===== config.mk =====
export PLATFORM = sky130hd
export DESIGN_NAME = muldiv_sequencer
export DESIGN_NICKNAME = d
export VERILOG_FILES = /design/src/rtl/muldiv_sequencer_pkg.sv /design/src/rtl/muldiv_iter_unit.sv /design/src/rtl/muldiv_sequencer.sv
export SDC_FILE = /design/constraint.sdc
export NUM_CORES = 1
export LEC_CHECK = 0
export ABC_AREA = 1
export CAP_MARGIN = 15
export CELL_PAD_IN_SITES_DETAIL_PLACEMENT = 1
export CELL_PAD_IN_SITES_GLOBAL_PLACEMENT = 1
export CORE_ASPECT_RATIO = 2
export CORE_UTILIZATION = 37
export DETAILED_ROUTE_END_ITERATION = 7
export PLACE_DENSITY = 0.81
export SYNTH_ARGS = -nofsm -noshare
export SYNTH_HDL_FRONTEND = slang
export SYNTH_SLANG_ARGS = --single-unit

===== constraint.sdc =====
create_clock -name i_clock -period 2.3 [get_ports i_clock]
set_input_delay 0.23 -clock i_clock [delete_from_list [all_inputs] [get_ports i_clock]]
set_output_delay 0.23 -clock i_clock [all_outputs]
set_load 0.05 [all_outputs]

===== src/rtl/muldiv_sequencer_pkg.sv =====
// Shared mips definitions for the HI/LO multiply/divide sequencer:
// funct codes, FSM encoding and iteration count.
package muldiv_sequencer_pkg;

  localparam logic [5:0] FN_MFHI  = 6'h10;
  localparam logic [5:0] FN_MTHI  = 6'h11;
  localparam logic [5:0] FN_MFLO  = 6'h12;
  localparam logic [5:0] FN_MTLO  = 6'h13;
  localparam logic [5:0] FN_MULT  = 6'h18;
  localparam logic [5:0] FN_MULTU = 6'h19;
  localparam logic [5:0] FN_DIV   = 6'h1A;
  localparam logic [5:0] FN_DIVU  = 6'h1B;

  localparam int ITER_COUNT = 32;

  typedef enum logic [1:0] {
    ST_IDLE,
    ST_RUN,
    ST_FIX,
    ST_DONE
  } state_t;

endpackage


===== src/rtl/muldiv_iter_unit.sv =====
// Shift/accumulate datapath: shift-add multiply or restoring divide
// on unsigned magnitudes, one bit per i_step.
module muldiv_iter_unit #(
  parameter int NB_DATA = 32
) (
  input  logic               i_clock,
  input  logic               i_reset,
  input  logic               i_load,
  input  logic               i_step,
  input  logic               i_div,
  input  logic [NB_DATA-1:0] i_a,
  input  logic [NB_DATA-1:0] i_b,
  output logic [NB_DATA-1:0] o_hi,
  output logic [NB_DATA-1:0] o_lo
);

  logic [NB_DATA-1:0] hi_q;
  logic [NB_DATA-1:0] lo_q;
  logic [NB_DATA-1:0] b_q;
  logic               div_q;
  logic [NB_DATA:0]   sum;
  logic [NB_DATA:0]   shl;
  logic [NB_DATA:0]   diff;

  always_comb begin
    sum  = {1'b0, hi_q} + {1'b0, b_q};
    shl  = {hi_q, lo_q[NB_DATA-1]};
    diff = shl - {1'b0, b_q};
  end

  // lo holds multiplier or dividend; b holds multiplicand or divisor
  always_ff @(posedge i_clock) begin
    if (i_reset) begin
      hi_q  <= '0;
      lo_q  <= '0;
      b_q   <= '0;
      div_q <= 1'b0;
    end else if (i_load) begin
      hi_q  <= '0;
      lo_q  <= i_div ? i_a : i_b;
      b_q   <= i_div ? i_b : i_a;
      div_q <= i_div;
    end else if (i_step) begin
      if (div_q) begin
        if (!diff[NB_DATA]) begin
          hi_q <= diff[NB_DATA-1:0];
          lo_q <= {lo_q[NB_DATA-2:0], 1'b1};
        end else begin
          hi_q <= shl[NB_DATA-1:0];
          lo_q <= {lo_q[NB_DATA-2:0], 1'b0};
        end
      end else if (lo_q[0]) begin
        {hi_q, lo_q} <= {sum, lo_q[NB_DATA-1:1]};
      end else begin
        {hi_q, lo_q} <= {1'b0, hi_q, lo_q[NB_DATA-1:1]};
      end
    end
  end

  assign o_hi = hi_q;
  assign o_lo = lo_q;

endmodule


===== src/rtl/muldiv_sequencer.sv =====
// MIPS HI/LO multiply/divide sequencer (IDLE/RUN/FIX/DONE).
// Define MULDIV_FAST_MUL_EN for a single-cycle native multiplier.
module muldiv_sequencer
  import muldiv_sequencer_pkg::*;
#(
  parameter int NB_DATA  = 32,
  parameter int NB_FUNCT = 6
) (
  input  logic                i_clock,
  input  logic                i_reset,
  input  logic                i_start,
  input  logic [NB_FUNCT-1:0] i_function,
  input  logic [NB_DATA-1:0]  i_ra_data,
  input  logic [NB_DATA-1:0]  i_rb_data,
  output logic                o_stall,
  output logic                o_done,
  output logic                o_div_by_zero,
  output logic [NB_DATA-1:0]  o_hi,
  output logic [NB_DATA-1:0]  o_lo,
  output logic [NB_DATA-1:0]  o_move_data
);

  localparam int MSB = NB_DATA - 1;

  state_t             state_q, state_d;
  logic [4:0]         cnt_q;
  logic [NB_DATA-1:0] hi_q, lo_q, ra_q;
  logic               sgn_q, sb_q, div_q, dbz_q;
  logic               is_mul, is_div, is_sgn;
  logic               load, step;
  logic [NB_DATA-1:0] a_mag, b_mag;
  logic [NB_DATA-1:0] it_hi, it_lo;
  logic               neg_q, neg_r;
  logic [2*NB_DATA-1:0] prod, prod_fix;
  logic [NB_DATA-1:0] quo_fix, rem_fix;

  assign is_mul = (i_function == FN_MULT) || (i_function == FN_MULTU);
  assign is_div = (i_function == FN_DIV) || (i_function == FN_DIVU);
  assign is_sgn = (i_function == FN_MULT) || (i_function == FN_DIV);

  assign a_mag = (is_sgn && i_ra_data[MSB]) ? -i_ra_data : i_ra_data;
  assign b_mag = (is_sgn && i_rb_data[MSB]) ? -i_rb_data : i_rb_data;

  always_comb begin
    state_d = state_q;
    o_stall = 1'b0;
    load    = 1'b0;
    step    = 1'b0;
    unique case (state_q)
      ST_IDLE: begin
        if (i_start && (is_mul || is_div)) begin
          o_stall = 1'b1;
          load    = 1'b1;
          state_d = ST_RUN;
`ifdef MULDIV_FAST_MUL_EN
          if (is_mul) state_d = ST_DONE;
`endif
        end
      end
      ST_RUN: begin
        o_stall = 1'b1;
        step    = 1'b1;
        if (cnt_q == 5'd0) state_d = ST_FIX;
      end
      ST_FIX: begin
        o_stall = 1'b1;
        state_d = ST_DONE;
      end
      ST_DONE: state_d = ST_IDLE;
      default: state_d = ST_IDLE;
    endcase
  end

  muldiv_iter_unit #(.NB_DATA(NB_DATA)) u_iter (
    .i_clock (i_clock),
    .i_reset (i_reset),
    .i_load  (load),
    .i_step  (step),
    .i_div   (is_div),
    .i_a     (a_mag),
    .i_b     (b_mag),
    .o_hi    (it_hi),
    .o_lo    (it_lo)
  );

  // Remainder follows the dividend sign; quotient/product the xor
  always_comb begin
    neg_q    = sgn_q && (ra_q[MSB] ^ sb_q);
    neg_r    = sgn_q && ra_q[MSB];
    prod     = {it_hi, it_lo};
    prod_fix = neg_q ? -prod : prod;
    quo_fix  = neg_q ? -it_lo : it_lo;
    rem_fix  = neg_r ? -it_hi : it_hi;
  end

`ifdef MULDIV_FAST_MUL_EN
  logic [2*NB_DATA-1:0] fa, fb, fprod;
  always_comb begin
    fa    = {{NB_DATA{is_sgn && i_ra_data[MSB]}}, i_ra_data};
    fb    = {{NB_DATA{is_sgn && i_rb_data[MSB]}}, i_rb_data};
    fprod = fa * fb;
  end
`endif

  always_ff @(posedge i_clock) begin
    if (i_reset) begin
      state_q <= ST_IDLE;
      cnt_q   <= '0;
      hi_q    <= '0;
      lo_q    <= '0;
      ra_q    <= '0;
      sgn_q   <= 1'b0;
      sb_q    <= 1'b0;
      div_q   <= 1'b0;
      dbz_q   <= 1'b0;
    end else begin
      state_q <= state_d;
      if (load) begin
        ra_q  <= i_ra_data;
        sgn_q <= is_sgn;
        sb_q  <= i_rb_data[MSB];
        div_q <= is_div;
        dbz_q <= is_div && (i_rb_data == '0);
        cnt_q <= 5'(ITER_COUNT - 1);
      end else if (step && cnt_q != 5'd0) begin
        cnt_q <= cnt_q - 5'd1;
      end
      if (state_q == ST_IDLE && i_start) begin
        if (i_function == FN_MTHI) hi_q <= i_ra_data;
        if (i_function == FN_MTLO) lo_q <= i_ra_data;
`ifdef MULDIV_FAST_MUL_EN
        if (is_mul) {hi_q, lo_q} <= fprod;
`endif
      end
      if (state_q == ST_FIX) begin
        if (!div_q) begin
          {hi_q, lo_q} <= prod_fix;
        end else if (dbz_q) begin
          hi_q <= ra_q;
          lo_q <= '1;
        end else begin
          hi_q <= rem_fix;
          lo_q <= quo_fix;
        end
      end
    end
  end

  assign o_done        = (state_q == ST_DONE);
  assign o_div_by_zero = (state_q == ST_DONE) && dbz_q;
  assign o_hi          = hi_q;
  assign o_lo          = lo_q;
  assign o_move_data   = (i_function == FN_MFHI) ? hi_q :
                         (i_function == FN_MFLO) ? lo_q : '0;

endmodule


==> summary.md, run 1 <==
| Metric | Value |
|---|---|
| Outcome | `aborted with a tool error` |
| Halt Stage | `global routing (5_1_grt)` |
| Log Error | `[ERROR GRT-0116] Global routing finished with congestion. Check the congestion regions in the DRC Viewer.` |
| Top post-synthesis cells by count | `nand2_1, inv_1, nor2_1` |
| CTS Hold Buffers Added | `0` |
| Die Y-Extent | `338.6 µm` |
| Commonest register cell after synthesis | `dfxtp_1` |
| Num ports | `172` |
| Post-synthesis cell type count | `54` |
| Avg Cell Area, Syn | `5.443 µm²` |
| Dominant cells by area after synthesis | `nand2_1, dfxtp_1, inv_1` |
| Synth Net Count | `4002` |
| Port buffer count | `171` |
| Largest net degree at the start of global routing | `66` |
| Number of H-tree levels | `1` |
| Die width | `170.3 µm` |
| CTS root buffer | `clkbuf_16` |
| Synthesis Warnings | `0` |
| HPWL after DPL | `115.5 mm` |
| Inserted Clock Buffers | `23` |
| Post-synth EDFFs | `0` |
| Post-synth top area share | `0.2154` |
| Initial core utilization | `0.3732` |
| First-pass GRT wire length | `249.8 mm` |
| Count leader, synth | `nand2_1` |
| Cell count after synthesis | `3852` |
| Clock buffer depth | `3` |
| Total GRT Usage | `0.5930` |
| GR Overflow Total | `101` |
| RD Place Congestion | `1.131` |
| Seq cells post-synth | `203` |
| Yosys top cell by area | `nand2_1` |
| Vias in the first global route | `36120` |
| Rows | `123` |
| Async set-or-reset flop fraction in the synthesized netlist | `0` |
| Post-synthesis sequential area ratio | `0.1938` |
| Clk sinks | `203` |
| Syn Std Cell Area | `20970 µm²` |
-- kinds of logic after synthesis --
group           share of synthesized area
xor+xnor                          0.03509
buf+inv                            0.1485
fa+ha+maj                         0.04667
flops                              0.1938
simple gates                       0.3938
compound gates                     0.1820
-- metrics by stage --
stage | hold WS (ps) | cell area (µm²) | setup slack, ps | TNS, ps | cells
after detailed placement | 448.4 | 29150 | -569.0 | -28000 | 5345
after global placement | 440.6 | 29150 | -535.7 | -20650 | 5345
after floorplan | 374.6 | 20970 | 43.10 | 0 | 3852
after CTS | 133.3 | 30790 | -206.3 | -5706 | 5412
-- timing repair --
item | CTS
resized for setup | 180
endpoints found under the setup margin | 79
buffers inserted | 22
pin swaps | 27
gates cloned | 5
-- per-layer routing --
layer,GRT overflow,track usage
met1,0,0.5488
met5,0,0.05565
met4,42,0.6680
met3,1,0.3044
met2,58,0.8751
==> run 2, diff against run 1 <==
Settings changed: CELL_PAD_IN_SITES_DETAIL_PLACEMENT 1 to default, CELL_PAD_IN_SITES_GLOBAL_PLACEMENT 1 to default, CORE_ASPECT_RATIO 2 to default, CORE_UTILIZATION 37 to 40, PLACE_DENSITY 0.81 to default, PLACE_DENSITY_LB_ADDON from default to 0.15.
Clock period 2.3 ns to 3 ns, I/O delays scaled along.
==> run 2 against run 1 <==
  * The flow now finishes without violations
  * Area after synthesis is the same
  * Synthesized cell count is the same
==> summary.md, run 2 <==
| Metric | Value |
|---|---|
| Outcome | `completed` |
| WL final | `105.3 mm` |
| HPWL after DPL | `86.00 mm (-26%)` |
| Max FO, Critical Path | `22` |
| Avg Cell Area, Syn | `5.443 µm² (unchanged)` |
| Number of H-tree levels | `1 (unchanged)` |
| Count leader, synth | `nand2_1` |
| FF-to-FF End | `u_iter.b_q[29]` |
| Vias in the first global route | `23350` |
| Hold path cells | `2` |
| WL per Instance | `22.28 µm` |
| Final hold slack | `148.9 ps` |
| Seq cells post-synth | `203 (unchanged)` |
| Fin crit share | `0.9774` |
| Commonest non-fill, non-tap cell in the layout | `nand2_1` |
| Port buffer count | `171 (unchanged)` |
| Residual DRC | `0` |
| Leak | `12.41 nW` |
| Initial antenna violation count | `4` |
| Clock slew at reported path FFs | `60 ps` |
| First-pass GRT wire length | `152.4 mm` |
| Rows | `83 (-33%)` |
| Dpl cells | `4676 (-13%)` |
| Total GRT Usage | `0.3838` |
| Share of cells above drive strength 1 | `0.06528` |
| Critical Path AT | `3410 ps` |
| Synthesis Warnings | `0 (unchanged)` |
| Max Clock Freq | `0.3410 GHz` |
| RSZ-0062 raised after global routing | `no` |
| Busiest layer in global routing | `met2` |
| Insertion delay to the later sink of the worst-skew pair | `610 ps` |
| CTS tree | `yes` |
| Min cycle time layout | `2932 ps` |
| Clock Skew | `23.05 ps` |
| Via Count | `26240` |
| Power density cells | `921.8 nW/µm²` |
| RD Place Congestion | `1.069 (-5.5%)` |
| Post-synthesis cell type count | `54 (unchanged)` |
| Slew @ Worst Pin | `778.9 ps` |
| Hold EP | `u_iter.b_q[26]` |
| Reg-to-reg slack, setup | `70 ps` |
| Die area | `53330 µm²` |
| Post-synthesis sequential area ratio | `0.1938 (unchanged)` |
| Yosys top cell by area | `nand2_1` |
| CTS root buffer | `clkbuf_16` |
| Post-CTS setup buffer count | `0 (-100%)` |
| Fillers | `5739` |
| Hold Startpoint | `i_reset` |
| Fin cells | `4726` |
| Post-detailed-route count of antenna-violating nets | `0` |
| Critical Path RT | `3480 ps` |
| Max-slew violations | `0` |
| Initial core utilization | `0.4070 (+0.03379)` |
| Cell count after synthesis | `3852 (unchanged)` |
| GR Overflow Total | `0` |
| Reg2Reg Depth | `10` |
| GR met1 Demand/Resource | `0.5457` |
| Startpoint types | `register` |
| Placement Cell Area | `24230 µm² (-17%)` |
| Commonest register cell after synthesis | `dfxtp_1` |
| Final Cell Area | `25140 µm²` |
| Async set-or-reset flop fraction in the synthesized netlist | `0 (unchanged)` |
| Die Y-Extent | `230.9 µm (-32%)` |
| Post-synth top area share | `0.2154 (unchanged)` |
| Clk sinks | `203 (unchanged)` |
| Via density per instance | `5.553` |
| CP Class | `register to register` |
| Synth-to-layout area growth | `19.90%` |
| Setup TNS | `0 ps` |
| Max cap viols | `0` |
| Fin. Hold Viols | `0` |
| Post-synth EDFFs | `0 (unchanged)` |
| NumNets Final | `4175` |
| RR Startpoint | `state_q[0]` |
| Largest net degree at the start of global routing | `88` |
| Core ar. | `51510 µm²` |
| Synth Net Count | `4002 (unchanged)` |
| Syn Std Cell Area | `20970 µm² (unchanged)` |
| Inserted Clock Buffers | `27 (+17%)` |
| GR Util met3 | `0.08115` |
| Clock buffer depth | `3 (unchanged)` |
| # setup viols final | `0` |
| Worst hold path type | `input pin to register` |
| DRT Pass-1 Iters | `7` |
| Dominant cells by area after synthesis | `nand2_1, dfxtp_1, inv_1` |
| Die width | `230.9 µm (+36%)` |
| Pre-CTS setup slack | `-127.3 ps (+441.7 ps)` |
| Met2 capacity usage during global routing | `0.5544` |
| Element type at the critical path end | `register` |
| Most frequent cells in the layout | `nand2_1, inv_1, nor2_1` |
| Drt initial violations | `3282` |
| Worst vdd ir | `609.7 µV` |
| Num ports | `172 (unchanged)` |
| Top post-synthesis cells by count | `nand2_1, inv_1, nor2_1` |
| Final WS setup | `67.81 ps` |
| Slew Limit Headroom | `0.4763` |
run 2: worst max-delay path by stage:
stage | start | endpoint | slack [ps]
6_report | state_q[0] | u_iter.b_q[29] | 70
4_1_cts | state_q[0] | u_iter.b_q[29] | 180
5_1_grt | u_iter.o_lo[31] | u_iter.o_hi[20] | 9
2_1_floorplan | u_iter.o_hi[0] | u_iter.o_hi[10] | 630
3_3_place_gp | i_ra_data[2] | u_iter.b_q[23] | -250
3_5_place_dp | i_ra_data[2] | u_iter.b_q[23] | -130
run 2: layer usage:
layer  wire length, µm  share of wire  up-vias
met5                13        0.00012        -
met2             43300           0.41     1422
met1             44970           0.43    12060
li1                  -              -    12560
met3             12280           0.12      199
met4              4723          0.045        2
run 2: cells by family (layout without fill, tap and decap cells):
family	after synthesis	count (layout)	share of synthesized area
adder cells (fa/ha/maj)	77	77	0.04667
buffers and inverters	796	988	0.1485
XOR/XNOR	84	84	0.03509
other	0	2	0
AO/OA/AOI/OAI	692	692	0.1820
AND/OR/NAND/NOR	2000	2000	0.3938
flip-flops	203	203	0.1938
run 2: power breakdown:
part           switching [mW]  leakage (nW)  internal (mW)
Clock                    1.46         0.441           2.01
Sequential              0.875          1.65           3.15
Combinational            11.2          10.3           4.49
Total                    13.5          12.4           9.65
run 2: area by class of cell:
type | count | area [µm²] | area share
inverter | 645 | 2426 | 0.09652
multi-input combinational | 2853 | 13800 | 0.5492
antenna | 2 | 5.005 | 0.0001991
clock buffer | 37 | 753.2 | 0.02997
tap | 680 | 850.8 | 0.03385
sequential | 203 | 4066 | 0.1618
clock inverter | 11 | 150.1 | 0.005973
timing repair buffer | 295 | 3080 | 0.1225
run 2: worst max-delay path, cell delays in order, from the launching register on:
cell	delay, ps
dfxtp_1	370
inv_1	110
ha_1	230
nand2_1	90
inv_1	110
nand2_4	330
inv_1	330
buf_4	340
o21ai_0	510
a21oi_1	80
nor2_1	310
run 2: metrics by stage:
stage | utilization | power (mW)
floorplan | - | 13.57
global placement | 0.4703 | 19.07
global route | 0.4880 | 24.59
detailed placement | 0.4703 | 19.03
finish | 0.4880 | 23.17
CTS | 0.4879 | 22.54
run 2: timing repair:
item | in CTS | in global routing
gates resized for setup | 0 | 1
endpoints found under the setup margin | 0 | 3
hold buffers | 0 | 0
Note: power is estimated with default switching activity, not from simulation.
